--- src/rtl/mac_seq_pkg.sv ---
`default_nettype none
// +------------------------------------------------------------------+
// | mac_pkg : shared constants and state encoding for the MAC seq.   |
// | Rev 1.0 : initial release                                        |
// +------------------------------------------------------------------+
package mac_pkg;

  localparam int MAC_N_TAPS = 16;
  localparam int MAC_CNT_W  = 4;
  localparam int MAC_ACC_W  = 20;
  localparam int MAC_SETTLE = 2;

  typedef enum logic [2:0] {
    ST_IDLE  = 3'd0,
    ST_CLEAR = 3'd1,
    ST_RUN   = 3'd2,
    ST_WAIT  = 3'd3,
    ST_CAP   = 3'd4
  } state_e;

endpackage
`default_nettype wire

--- src/rtl/mac_seq_if.sv ---
`default_nettype none
// +------------------------------------------------------------------+
// | mac_seq_if : sequencer <-> MAC / test-logic signal bundle.       |
// | Rev 1.0 : initial release                                        |
// +------------------------------------------------------------------+
interface mac_seq_if #(
  parameter int CNT_W = mac_pkg::MAC_CNT_W,
  parameter int ACC_W = mac_pkg::MAC_ACC_W
) ();

  logic             start;
  logic             abort;
  logic [ACC_W-1:0] mac_out;
  logic [CNT_W-1:0] cnt;
  logic             mac_clr;
  logic             busy;
  logic             done;
  logic [ACC_W-1:0] result;
  logic [7:0]       run_cnt;

  modport master (
    input  start, abort, mac_out,
    output cnt, mac_clr, busy, done, result, run_cnt
  );

  modport slave (
    output start, abort, mac_out,
    input  cnt, mac_clr, busy, done, result, run_cnt
  );

endinterface
`default_nettype wire

--- src/rtl/mac_seq.sv ---
`default_nettype none
// +------------------------------------------------------------------+
// | mac_seq : clears the MAC, sweeps the tap index, captures the sum. |
// | Rev 1.0 : initial release                                        |
// +------------------------------------------------------------------+
module mac_seq
  import mac_pkg::*;
#(
  parameter int N_TAPS = MAC_N_TAPS,
  parameter int CNT_W  = MAC_CNT_W,
  parameter int ACC_W  = MAC_ACC_W,
  parameter int SETTLE = MAC_SETTLE
) (
  input  wire           clk,
  input  wire           reset,
  mac_seq_if.master     bus
);

  // Settle counter holds SETTLE-1 down to 0.
  localparam int SET_W = (SETTLE > 1) ? $clog2(SETTLE) : 1;

  state_e             state_q;
  logic [CNT_W-1:0]   cnt_q;
  logic [SET_W-1:0]   settle_q;
  logic               mac_clr_q;
  logic               busy_q;
  logic               done_q;
  logic [ACC_W-1:0]   result_q;
  logic [7:0]         run_cnt_q;

  logic               abortable;
  assign abortable = (state_q == ST_CLEAR) || (state_q == ST_RUN) || (state_q == ST_WAIT);

  always_ff @(posedge clk or posedge reset) begin
    if (reset) begin
      state_q   <= ST_IDLE;
      cnt_q     <= '0;
      settle_q  <= '0;
      mac_clr_q <= 1'b1;
      busy_q    <= 1'b0;
      done_q    <= 1'b0;
      result_q  <= '0;
      run_cnt_q <= 8'd0;
    end else begin
      done_q    <= 1'b0;
      mac_clr_q <= 1'b0;
      if (bus.abort && abortable) begin
        // Flush the partial sum with a one-cycle clear on the way out.
        state_q   <= ST_IDLE;
        cnt_q     <= '0;
        busy_q    <= 1'b0;
        mac_clr_q <= 1'b1;
      end else begin
        unique case (state_q)
          ST_IDLE: begin
            cnt_q  <= '0;
            busy_q <= 1'b0;
            if (bus.start && !bus.abort) begin
              state_q   <= ST_CLEAR;
              mac_clr_q <= 1'b1;
              busy_q    <= 1'b1;
            end
          end
          ST_CLEAR: begin
            state_q <= ST_RUN;
            cnt_q   <= '0;
          end
          ST_RUN: begin
            if (cnt_q == CNT_W'(N_TAPS - 1)) begin
              state_q  <= ST_WAIT;
              settle_q <= SET_W'(SETTLE - 1);
            end else begin
              cnt_q <= cnt_q + 1'b1;
            end
          end
          ST_WAIT: begin
            if (settle_q == '0) begin
              state_q   <= ST_CAP;
              result_q  <= bus.mac_out;
              done_q    <= 1'b1;
              run_cnt_q <= run_cnt_q + 8'd1;
            end else begin
              settle_q <= settle_q - 1'b1;
            end
          end
          ST_CAP: begin
            state_q <= ST_IDLE;
            cnt_q   <= '0;
            busy_q  <= 1'b0;
          end
          default: begin
            state_q <= ST_IDLE;
            cnt_q   <= '0;
            busy_q  <= 1'b0;
          end
        endcase
      end
    end
  end

  assign bus.cnt     = cnt_q;
  assign bus.mac_clr = mac_clr_q;
  assign bus.busy    = busy_q;
  assign bus.done    = done_q;
  assign bus.result  = result_q;
  assign bus.run_cnt = run_cnt_q;

endmodule
`default_nettype wire

--- src/flat_wrapper.sv ---
// flat-port wrapper written by rule: the top's interface ports become plain ports
module mac_seq_flat import mac_pkg::*;
#(
  parameter int N_TAPS = MAC_N_TAPS,
  parameter int CNT_W  = MAC_CNT_W,
  parameter int ACC_W  = MAC_ACC_W,
  parameter int SETTLE = MAC_SETTLE
)
  (clk, reset, bus_start, bus_abort, bus_mac_out, bus_cnt, bus_mac_clr, bus_busy, bus_done, bus_result, bus_run_cnt);
  mac_seq_if #(.CNT_W(CNT_W), .ACC_W(ACC_W)) bus_i ();
  input  wire clk;
  input  wire reset;
  input wire logic [$bits(bus_i.start)-1:0] bus_start;
  input wire logic [$bits(bus_i.abort)-1:0] bus_abort;
  input wire logic [$bits(bus_i.mac_out)-1:0] bus_mac_out;
  output wire logic [$bits(bus_i.cnt)-1:0] bus_cnt;
  output wire logic [$bits(bus_i.mac_clr)-1:0] bus_mac_clr;
  output wire logic [$bits(bus_i.busy)-1:0] bus_busy;
  output wire logic [$bits(bus_i.done)-1:0] bus_done;
  output wire logic [$bits(bus_i.result)-1:0] bus_result;
  output wire logic [$bits(bus_i.run_cnt)-1:0] bus_run_cnt;
  assign bus_i.start = bus_start;
  assign bus_i.abort = bus_abort;
  assign bus_i.mac_out = bus_mac_out;
  assign bus_cnt = bus_i.cnt;
  assign bus_mac_clr = bus_i.mac_clr;
  assign bus_busy = bus_i.busy;
  assign bus_done = bus_i.done;
  assign bus_result = bus_i.result;
  assign bus_run_cnt = bus_i.run_cnt;
  mac_seq #(.N_TAPS(N_TAPS), .CNT_W(CNT_W), .ACC_W(ACC_W), .SETTLE(SETTLE)) u_core (.clk(clk), .reset(reset), .bus(bus_i));
endmodule
--- config.mk ---
export PLATFORM = sky130hd
export DESIGN_NAME = mac_seq_flat
export DESIGN_NICKNAME = d
export VERILOG_FILES = /design/src/rtl/mac_seq_pkg.sv /design/src/rtl/mac_seq_if.sv /design/src/rtl/mac_seq.sv /design/src/flat_wrapper.sv
export SDC_FILE = /design/constraint.sdc
export NUM_CORES = 1
export LEC_CHECK = 0
export ABC_AREA = 1
export BUFFER_PORTS_ARGS = -buffer_cell sky130_fd_sc_hd__buf_2
export CAP_MARGIN = 10
export CORE_ASPECT_RATIO = 0.9
export CORE_MARGIN = 10
export CORE_UTILIZATION = 50
export CTS_BUF_LIST = sky130_fd_sc_hd__clkbuf_16
export CTS_CLUSTER_DIAMETER = 50
export DETAILED_ROUTE_END_ITERATION = 10
export GPL_ROUTABILITY_DRIVEN = 0
export PLACE_DENSITY = 0.79
export SYNTH_ARGS = -nofsm -noshare
export SYNTH_HDL_FRONTEND = slang
export SYNTH_SLANG_ARGS = --single-unit
--- constraint.sdc ---
create_clock -name clk -period 1.6 [get_ports clk]
set_input_delay 0.24 -clock clk [delete_from_list [all_inputs] [get_ports clk]]
set_output_delay 0.24 -clock clk [all_outputs]
set_load 0.02 [all_outputs]
==> metrics.csv, run 1 <==
stage,metric,value,unit
run_status,status,completed,
setup_path,crit path DAT,1.57,ns
sta,max_slew headroom,0.718,
final_layout,# nets final,306,
synthesis,Yosys top cell area share,0.524,
worst_hold_path,Worst Hold Class,input port to flip-flop,
placed_design,I/O Buffers,58,
setup_path,Crit Path Class,flip-flop to flip-flop,
clock_network,CTS buffer count,5,
sta,worst slew pin tran,0.423,ns
clock_network,clk buf depth,2,
global_routing,grt ovf,0,
synthesis,Synth Area in Adders,0.0138,
clock_network,clock root buffer,clkbuf_16,
setup_path,crit path buf inv count,0,
routing,number of DRC markers in iteration 0,55,
global_routing,global-route wire length before repair,6.68,mm
routing,DR vias/cell,4.63,
clock_network,CTS tree,built,
final_layout,most frequent cells in the layout,"nand2_1, buf_2, dfrtp_1, inv_1, nand3_1",
floorplan,chip width,83.5,um
setup_path,"critical path, cell by cell","ha_1, nand3_1, nand3_1, nand2_1, nor2_1, a21oi_1",
sta,Final Skew,0.00167,ns
setup_path,Slowest cell on crit path,dfrtp_1,
routing,first drt pass iteration count,4,
setup_path,Reg-to-Reg Start,u_core.bus.cnt[0]$_DFFE_PP0P_,
flow_run,number of max-cap violations,0,
setup_path,CP startpoint,u_core.bus.cnt[0]$_DFFE_PP0P_,
clock_network,post-CTS sizing,0,
synthesis,Mean Syn Cell Area,8.41,sq um
floorplan,Row Count,20,
final_layout,Ant. Diodes,0,
sta,post-layout min period,1.36,ns
routing,Routed WL,4.06,mm
setup_path,critical path's top delay family,simple AND/OR/NAND/NOR gates,
clock_network,clock-pin slew on the worst setup and hold paths,0.05,ns
worst_hold_path,worst hold start,bus_mac_out[1],
synthesis,largest cells by area after synthesis,"dfrtp_1, nand2_1, nand3_1, inv_1, buf_6",
synthesis,Ys Warns,0,
sta,final setup TNS,0,ns
floorplan,io pins,59,
floorplan,area of the core,3430,sq um
setup_path,critical path launch point type,flip-flop,
setup_path,crit end category,flip-flop,
placed_design,placed cells,316,
synthesis,Post-Syn Nets,242,
routing,post-DR wirelength/cell,12.5,um
placed_design,dpl hpwl,3.08,mm
sta,f_max,735,MHz
synthesis,Netlist cell types,22,
sta,final worst slack,0.239,ns
floorplan,Initial Util,0.530,
placed_design,pre-CTS WS,0.258,ns
floorplan,die height,77.2,um
sta,Pins Over Slew Limit,0,
setup_path,Worst path most repeated cell,nand3_1,
routing,drt drc,0,
routing,Final ANT Viol Nets,0,
clock_network,Post-CTS Hold Buffers,1,
placed_design,Placed Area,2140,sq um
synthesis,Synth area leader,dfrtp_1,
sta,final hold violations,0,
synthesis,largest family of logic cells by synthesized area,simple AND/OR/NAND/NOR gates,
final_layout,"most common cell after layout, fill and taps aside",nand2_1,
power_and_ir_drop,Max VDD drop,0.000922,V
sta,period utilisation layout,0.851,
synthesis,Yosys reg bits,39,
final_layout,share of layout cells above drive strength 1,0.270,
synthesis,XOR/XNOR Fraction of Synth Area,0.0331,
global_routing,vias in the first global route,1451,
global_routing,initial antenna violation count,0,
power_and_ir_drop,overall power,4.11,mW
setup_path,critical path peak fanout,6,
final_layout,Layout Cells excl Fill,325,
setup_path,WP data required,1.81,ns
power_and_ir_drop,Pleak,1.35,nW
global_routing,gr usage total,0.123,
clock_network,Setup Buffers After CTS,0,
power_and_ir_drop,Pwr Density,1790,nW/um^2
global_routing,largest net degree at the start of global routing,26,
synthesis,register area share after synthesis,0.538,
final_layout,"Core Util, Final",0.668,
sta,RSZ-0062 raised after global routing,no,
clock_network,TritonCTS Sinks,39,
sta,Fin Hold WS,0.157,ns
final_layout,area growth from synthesis to layout,26.2,%
synthesis,multiplexer share of the synthesized area,0,
floorplan,die area,6440,sq um
clock_network,Skew-Pair Late Insertion Delay,0.28,ns
routing,via count,1505,
clock_network,htree depth,2,
synthesis,Post-Synth Simple-Gate Area,0.316,
final_layout,Finished Cell Area,2290,sq um
synthesis,post-synthesis cell count,216,
synthesis,"Cell Area, Synth",1820,sq um
setup_path,Critical Path Max Stage Delay,0.40,ns
sta,Final setup viols,0,
synthesis,Synth Area in Compound Gates,0.0276,
-- worst reg2reg max path: stages (launching register included) --
cell and delay [ns]:
dfrtp_1 0.40, ha_1 0.24, nand3_1 0.13, nand3_1 0.15, nand2_1 0.20, nor2_1 0.06, a21oi_1 0.11
-- registers in the layout, summed over array words and instances, names as in the netlist --
signal              flops
u_core.bus.run_cnt      8
u_core.bus.done         1
u_core.bus.mac_clr      1
u_core.bus.result      20
u_core.state_q          3
u_core.settle_q         1
u_core.bus.busy         1
u_core.bus.cnt          4
-- where the power goes --
group / switching (mW) / total, mW / internal, mW / leakage (nW)
registers: 0.250 / 1.61 / 1.36 / 0.504
logic: 1.04 / 1.57 / 0.526 / 0.777
clock network: 0.369 / 0.937 / 0.568 / 0.0710
-- worst paths after layout --
kind / endpoint / slack (ns) / depth (start not counted)
max in group asynchronous: u_core.bus.result[2]$_DFFE_PP0P_ / 0.54 / 4
worst max register to register: u_core.bus.cnt[1]$_DFFE_PP0P_ / 0.24 / 6
min in group asynchronous: u_core.bus.cnt[0]$_DFFE_PP0P_ / 0.50 / 3
worst min-delay path: u_core.bus.result[1]$_DFFE_PP0P_ / 0.16 / 3
worst min register to register: u_core.bus.result[15]$_DFFE_PP0P_ / 0.46 / 2
worst max-delay path: u_core.bus.cnt[1]$_DFFE_PP0P_ / 0.24 / 6
-- logic make-up after synthesis --
kind of cell             Yosys count
XOR/XNOR                           6
buffers and inverters             24
AND/OR/NAND/NOR                  136
flip-flops                        39
AO/OA/AOI/OAI                      9
adder cells (fa/ha/maj)            2
-- synthesized netlist by cell type, drive strengths merged --
| master | count |
|---|---|
| a21oi | 1 |
| inv | 19 |
| o31ai | 2 |
| o21ai | 6 |
| nand3 | 17 |
| nor2 | 12 |
| ha | 2 |
| buf | 5 |
| nand2 | 104 |
| dfstp | 1 |
| dfrtp | 38 |
| nand4 | 3 |
| xnor2 | 4 |
| xor2 | 2 |
-- per-layer routing --
layer	vias up	GRT usage	share of wire
li1	797	-	-
met4	0	0.0435	0.011
met3	6	0.0634	0.10
met1	652	0.143	0.45
met2	50	0.191	0.44
met5	-	0	0
-- final cells by class --
type                       count  area, sq um
clock buffer                   5          125
clock inverter                 3         16.3
fill                         286         1140
inverter                      19         73.8
multi-input combinational    153          708
sequential                    39          977
tap                           44         55.1
timing repair buffer          62          335
Power figures use the tool's default switching activity.
==> run 2, diff against run 1 <==
--- a/config.mk
+++ b/config.mk
@@ -9,7 +9,7 @@
 export BUFFER_PORTS_ARGS = -buffer_cell sky130_fd_sc_hd__buf_2
 export CAP_MARGIN = 10
 export CORE_ASPECT_RATIO = 0.9
-export CORE_MARGIN = 10
+export CORE_MARGIN = 3
 export CORE_UTILIZATION = 50
 export CTS_BUF_LIST = sky130_fd_sc_hd__clkbuf_16
 export CTS_CLUSTER_DIAMETER = 50
==> run 2 against run 1 <==
Sequential share of layout area unchanged. Final area unchanged. Combinational power about the same.
==> metrics.csv, run 2 (synthesis results as in run 1) <==
stage,metric,value,unit,change
setup_path,crit end category,flip-flop,,
routing,number of DRC markers in iteration 0,64,,+16%
routing,first drt pass iteration count,4,,unchanged
sta,final setup TNS,0,ns,unchanged
setup_path,Worst path depth,7,,+1
routing,met2 wire len,1.71,mm,-4.3%
routing,DR vias/cell,4.82,,+4.1%
power_and_ir_drop,Pleak,1.35,nW,unchanged
placed_design,placed cells,316,,unchanged
setup_path,critical path peak fanout,22,,+16
setup_path,Worst Reg-to-Reg Cells,7,,+1
routing,WL met3,259,um,-36%
clock_network,CTS tree,built,,
routing,Final ANT Viol Nets,0,,unchanged
floorplan,chip width,69.5,um,-17%
clock_network,clock-pin slew on the worst setup and hold paths,0.06,ns,about the same
sta,RSZ-0062 raised after global routing,no,,
worst_hold_path,hold path cells,3,,unchanged
clock_network,post-CTS sizing,0,,unchanged
setup_path,crit path DAT,1.59,ns,+0.02 ns
routing,post-DR wirelength/cell,11.5,um,-7.6%
setup_path,Critical Path Max Stage Delay,0.44,ns,+0.04 ns
setup_path,"critical path, cell by cell","inv_2, nor2_4, nand2_4, nor2_8, inv_4, nand2_1, nand2_1",,
final_layout,filler cell count,284,,-0.70%
clock_network,Skew-Pair Late Insertion Delay,0.28,ns,about the same
sta,Pins Over Slew Limit,0,,unchanged
floorplan,io pins,59,,unchanged
sta,Final setup viols,0,,unchanged
final_layout,max FFs per register,20,,unchanged
final_layout,# nets final,306,,unchanged
power_and_ir_drop,Pwr Density,1790,nW/um^2,-0.17%
placed_design,dpl hpwl,2.73,mm,-11%
run_status,status,completed,,
sta,Fin Hold WS,0.159,ns,+0.00159 ns
clock_network,clk buf depth,2,,unchanged
floorplan,die area,4390,sq um,-32%
clock_network,CTS buffer count,5,,unchanged
global_routing,gr usage total,0.186,,+0.0631
routing,top layer in use,met4,,
global_routing,initial antenna violation count,0,,unchanged
floorplan,die height,63.2,um,-18%
sta,post-layout min period,1.42,ns,+0.0592 ns
final_layout,Ant. Diodes,0,,unchanged
setup_path,CP startpoint,u_core.state_q[1]$_DFFE_PP0P_,,
final_layout,Storage cell area,977,sq um,unchanged
final_layout,Finished Cell Area,2290,sq um,unchanged
setup_path,WP data required,1.77,ns,-0.04 ns
final_layout,area growth from synthesis to layout,26.2,%,unchanged
power_and_ir_drop,overall power,4.10,mW,-0.17%
final_layout,most frequent cells in the layout,"nand2_1, buf_2, dfrtp_1, inv_1, nand3_1",,
placed_design,Placed Area,2140,sq um,unchanged
floorplan,Row Count,20,,unchanged
placed_design,I/O Buffers,58,,unchanged
flow_run,number of max-cap violations,0,,unchanged
clock_network,TritonCTS Sinks,39,,unchanged
setup_path,Crit Path Class,flip-flop to flip-flop,,
setup_path,Slowest cell on crit path,dfrtp_1,,
setup_path,critical path's top delay family,simple AND/OR/NAND/NOR gates,,
setup_path,crit path buf inv count,2,,+2
clock_network,htree depth,2,,unchanged
sta,worst slew pin tran,0.478,ns,+0.0553 ns
sta,f_max,704,MHz,-4.2%
routing,via count,1567,,+4.1%
sta,Final Skew,0.00572,ns,+0.00405 ns
setup_path,Worst path most repeated cell,nand2_1,,
global_routing,grt ovf,0,,unchanged
power_and_ir_drop,Max VDD drop,0.00121,V,+31%
routing,met1 wire length,1.76,mm,-3.0%
floorplan,Initial Util,0.530,,unchanged
sta,final worst slack,0.180,ns,-0.0592 ns
final_layout,"most common cell after layout, fill and taps aside",nand2_1,,
clock_network,Setup Buffers After CTS,0,,unchanged
sta,period utilisation layout,0.888,,+0.0370
clock_network,clock root buffer,clkbuf_16,,
sta,max_slew headroom,0.681,,-0.0369
final_layout,"Core Util, Final",0.668,,unchanged
global_routing,largest net degree at the start of global routing,23,,-12%
final_layout,Multi-input gate area,708,sq um,unchanged
final_layout,share of layout cells above drive strength 1,0.270,,unchanged
floorplan,area of the core,3430,sq um,unchanged
routing,drt drc,0,,unchanged
global_routing,global-route wire length before repair,6.51,mm,-2.5%
worst_hold_path,Worst Hold Class,input port to flip-flop,,
setup_path,Reg-to-Reg Start,u_core.state_q[1]$_DFFE_PP0P_,,
sta,final hold violations,0,,unchanged
setup_path,critical path launch point type,flip-flop,,
worst_hold_path,worst hold start,bus_mac_out[5],,
routing,Routed WL,3.75,mm,-7.6%
final_layout,Layout Cells excl Fill,325,,unchanged
global_routing,vias in the first global route,1467,,+1.1%
placed_design,pre-CTS WS,0.195,ns,-0.0631 ns
setup_path,R2R Setup Slk,0.18,ns,-0.06 ns
[run 2: cell counts in the layout (fill, tap and decap cells not counted)]
No cell type changed its count.
[run 2: power by group]
part	leakage (nW)	internal [mW]	switching (mW)	total [mW]
Sequential	0.504	1.36	0.258	1.61
Combinational	0.777	0.526	1.02	1.55
Clock	0.0710	0.568	0.371	0.938
[run 2: repair_timing]
item | in CTS | in global routing
endpoints found under the hold margin | 9 | 0
hold buffers | 1 | 0
endpoints found under the setup margin | 0 | 0
[run 2: final cells by class]
cell class / count / area share
Tap cell: 44 / 0.0240
Inverter: 19 / 0.0322
Clock inverter: 3 / 0.00710
Clock buffer: 5 / 0.0546
Sequential cell: 39 / 0.427
Timing Repair Buffer: 62 / 0.146
Multi-Input combinational cell: 153 / 0.309
[run 2: path summary, 6_finish.rpt]
check	to
worst min-delay path	u_core.bus.result[5]$_DFFE_PP0P_
worst min register to register	u_core.bus.result[5]$_DFFE_PP0P_
max in group asynchronous	u_core.bus.result[9]$_DFFE_PP0P_
worst max register to register	u_core.bus.result[14]$_DFFE_PP0P_
worst max-delay path	u_core.bus.result[14]$_DFFE_PP0P_
min in group asynchronous	u_core.bus.run_cnt[7]$_DFFE_PP0P_
[run 2: tightest hold or removal path, stage by stage]
cell,delay (ns)
buf_2,0.07
nand2_1,0.04
nand2_1,0.05
[run 2: layer usage]
layer	vias up	GRT usage
met2	54	0.294
li1	797	-
met4	0	0.0561
met3	2	0.0638
met5	-	0
met1	714	0.243
==> run 3, diff against run 2 <==
--- a/config.mk
+++ b/config.mk
@@ -10,12 +10,12 @@
 export CAP_MARGIN = 10
 export CORE_ASPECT_RATIO = 0.9
 export CORE_MARGIN = 3
-export CORE_UTILIZATION = 50
+export CORE_UTILIZATION = 40
 export CTS_BUF_LIST = sky130_fd_sc_hd__clkbuf_16
 export CTS_CLUSTER_DIAMETER = 50
 export DETAILED_ROUTE_END_ITERATION = 10
 export GPL_ROUTABILITY_DRIVEN = 0
-export PLACE_DENSITY = 0.79
+export PLACE_DENSITY_LB_ADDON = 0.15
 export SYNTH_ARGS = -nofsm -noshare
 export SYNTH_HDL_FRONTEND = slang
 export SYNTH_SLANG_ARGS = --single-unit
==> run 3 against run 2 <==
Cell count rose by 4.6%. Hold slack got worse by 0.16 ns. Worst setup slack improved by 0.0055 ns. Clock skew fell by 0.0020 ns. First-iteration DRC count rose by 7.8%. Sequential power barely moved. Wire length rose by 1.4%. Flip-flop and latch count did not move. Sequential share of layout area fell by 1.0 points. Maximum frequency rose by 0.39%. Die area rose by 23%.
==> metrics.csv, run 3 (synthesis results as in run 1) <==
stage,metric,value,unit,change
worst_hold_path,Worst Hold Class,input port to async pin,,
clock_network,clock-pin slew on the worst setup and hold paths,0.06,ns,about the same
final_layout,area growth from synthesis to layout,29.4,%,
routing,post-DR wirelength/cell,11.2,um,-3.0%
global_routing,grt ovf,0,,unchanged
clock_network,Skew-Pair Late Insertion Delay,0.28,ns,about the same
floorplan,Row Count,22,,+10%
global_routing,vias in the first global route,1378,,-6.1%
routing,first drt pass iteration count,4,,unchanged
setup_path,critical path launch point type,flip-flop,,
flow_run,number of max-cap violations,0,,unchanged
setup_path,Worst path most repeated cell,nand3_1,,
global_routing,gr usage total,0.143,,-0.0433
clock_network,Setup Buffers After CTS,0,,unchanged
sta,max_slew headroom,0.800,,+0.120
floorplan,chip width,77.0,um,+11%
sta,period utilisation layout,0.884,,-0.00345
global_routing,initial antenna violation count,0,,unchanged
final_layout,Ant. Diodes,0,,unchanged
routing,DR vias/cell,4.52,,-6.2%
power_and_ir_drop,Pleak,1.37,nW,+1.7%
global_routing,largest net degree at the start of global routing,40,,+74%
setup_path,WP data required,1.79,ns,+0.02 ns
routing,Routed WL,3.80,mm,+1.4%
placed_design,I/O Buffers,58,,unchanged
setup_path,crit path DAT,1.61,ns,+0.02 ns
clock_network,TritonCTS Sinks,39,,unchanged
setup_path,Slowest cell on crit path,dfrtp_1,,
global_routing,global-route wire length before repair,6.26,mm,-3.9%
floorplan,area of the core,4210,sq um,+23%
clock_network,htree depth,2,,unchanged
setup_path,critical path peak fanout,6,,-73%
sta,final hold violations,0,,unchanged
clock_network,Post-CTS Hold Buffers,0,,-1
clock_network,CTS tree,built,,
clock_network,clk buf depth,2,,unchanged
routing,number of DRC markers in iteration 0,69,,+7.8%
sta,Pins Over Slew Limit,0,,unchanged
floorplan,io pins,59,,unchanged
routing,Final ANT Viol Nets,0,,unchanged
final_layout,max FFs per register,20,,unchanged
clock_network,CTS buffer count,5,,unchanged
setup_path,"critical path, cell by cell","ha_1, nand3_1, nand3_1, nand2_1, nand3_1, o21ai_0",,
sta,Final setup viols,0,,unchanged
sta,RSZ-0062 raised after global routing,no,,
sta,f_max,707,MHz,+0.39%
sta,final setup TNS,0,ns,unchanged
final_layout,most frequent cells in the layout,"nand2_1, buf_2, dfrtp_1, inv_1, nand3_1",,
floorplan,Initial Util,0.431,,-0.0985
clock_network,clock root buffer,clkbuf_16,,
sta,Final Skew,0.00367,ns,-0.00205 ns
routing,via count,1538,,-1.9%
final_layout,share of layout cells above drive strength 1,0.271,,+0.000966
run_status,status,completed,,
floorplan,die area,5380,sq um,+23%
sta,post-layout min period,1.41,ns,-0.00553 ns
power_and_ir_drop,Pwr Density,1870,nW/um^2,+4.7%
final_layout,"most common cell after layout, fill and taps aside",nand2_1,,
sta,Fin Hold WS,0.00311,ns,-0.156 ns
setup_path,Crit Path Class,flip-flop to flip-flop,,
placed_design,dpl hpwl,2.76,mm,+1.2%
power_and_ir_drop,Max VDD drop,0.00100,V,-17%
floorplan,die height,69.9,um,+11%
setup_path,crit end category,flip-flop,,
final_layout,# nets final,305,,-0.33%
sta,worst slew pin tran,0.298,ns,-0.180 ns
routing,drt drc,0,,unchanged
setup_path,Critical Path Max Stage Delay,0.41,ns,-0.03 ns
clock_network,post-CTS sizing,0,,unchanged
## run 3: critical path: cells and delay by family, from the launching register on
kind	cells	cell delay, ns
compound gates	1	0.08
flops	1	0.41
fa+ha+maj	1	0.25
simple gates	4	0.58
## run 3: metal layers
layer / up-vias / track usage / part of all wire
li1: 800 / - / -
met1: 690 / 0.200 / 0.50
met2: 44 / 0.216 / 0.43
met3: 4 / 0.0412 / 0.065
met4: 0 / 0.0415 / 0.0095
met5: - / 0 / 0
## run 3: cell type report
class / count / area [sq um]
Tap cell: 60 / 75.1
Clock inverter: 3 / 63.8
Timing Repair Buffer: 61 / 325
Fill cell: 388 / 1860
Multi-Input combinational cell: 153 / 708
Sequential cell: 39 / 977
Clock buffer: 5 / 125
Inverter: 19 / 73.8
## run 3: power by group
group / switching [mW] / total, mW / internal (mW)
clock network: 0.374 / 1.26 / 0.887
registers: 0.244 / 1.60 / 1.35
logic: 1.02 / 1.54 / 0.522
total: 1.64 / 4.40 / 2.76
## run 3: path summary, 6_finish.rpt
check | cells past startpoint | startpoint | slack [ns] | endpoint
min in group clk | 3 | bus_mac_out[3] | 0.16 | u_core.bus.result[3]$_DFFE_PP0P_
max in group asynchronous | 3 | reset | 1.34 | u_core.bus.mac_clr$_DFF_PP1_
setup reg to reg | 6 | u_core.bus.cnt[0]$_DFFE_PP0P_ | 0.19 | u_core.bus.cnt[0]$_DFFE_PP0P_
hold reg to reg | 2 | u_core.bus.result[3]$_DFFE_PP0P_ | 0.46 | u_core.bus.result[3]$_DFFE_PP0P_
hold / removal | 3 | reset | 0.003 | u_core.bus.cnt[1]$_DFFE_PP0P_
setup / recovery | 6 | u_core.bus.cnt[0]$_DFFE_PP0P_ | 0.19 | u_core.bus.cnt[0]$_DFFE_PP0P_
## run 3: through the flow
stage | instances | util | area (sq um) | worst slack, ns | total power, mW
after floorplan | 216 | - | 1820 | 0.275 | 2.66
after global placement | 332 | 0.513 | 2160 | 0.218 | 3.16
after detailed placement | 332 | 0.513 | 2160 | 0.204 | 3.18
after CTS | 340 | 0.558 | 2350 | 0.178 | 4.46
after global routing | 340 | 0.558 | 2350 | 0.0312 | 4.69
final | 340 | 0.558 | 2350 | 0.185 | 4.40
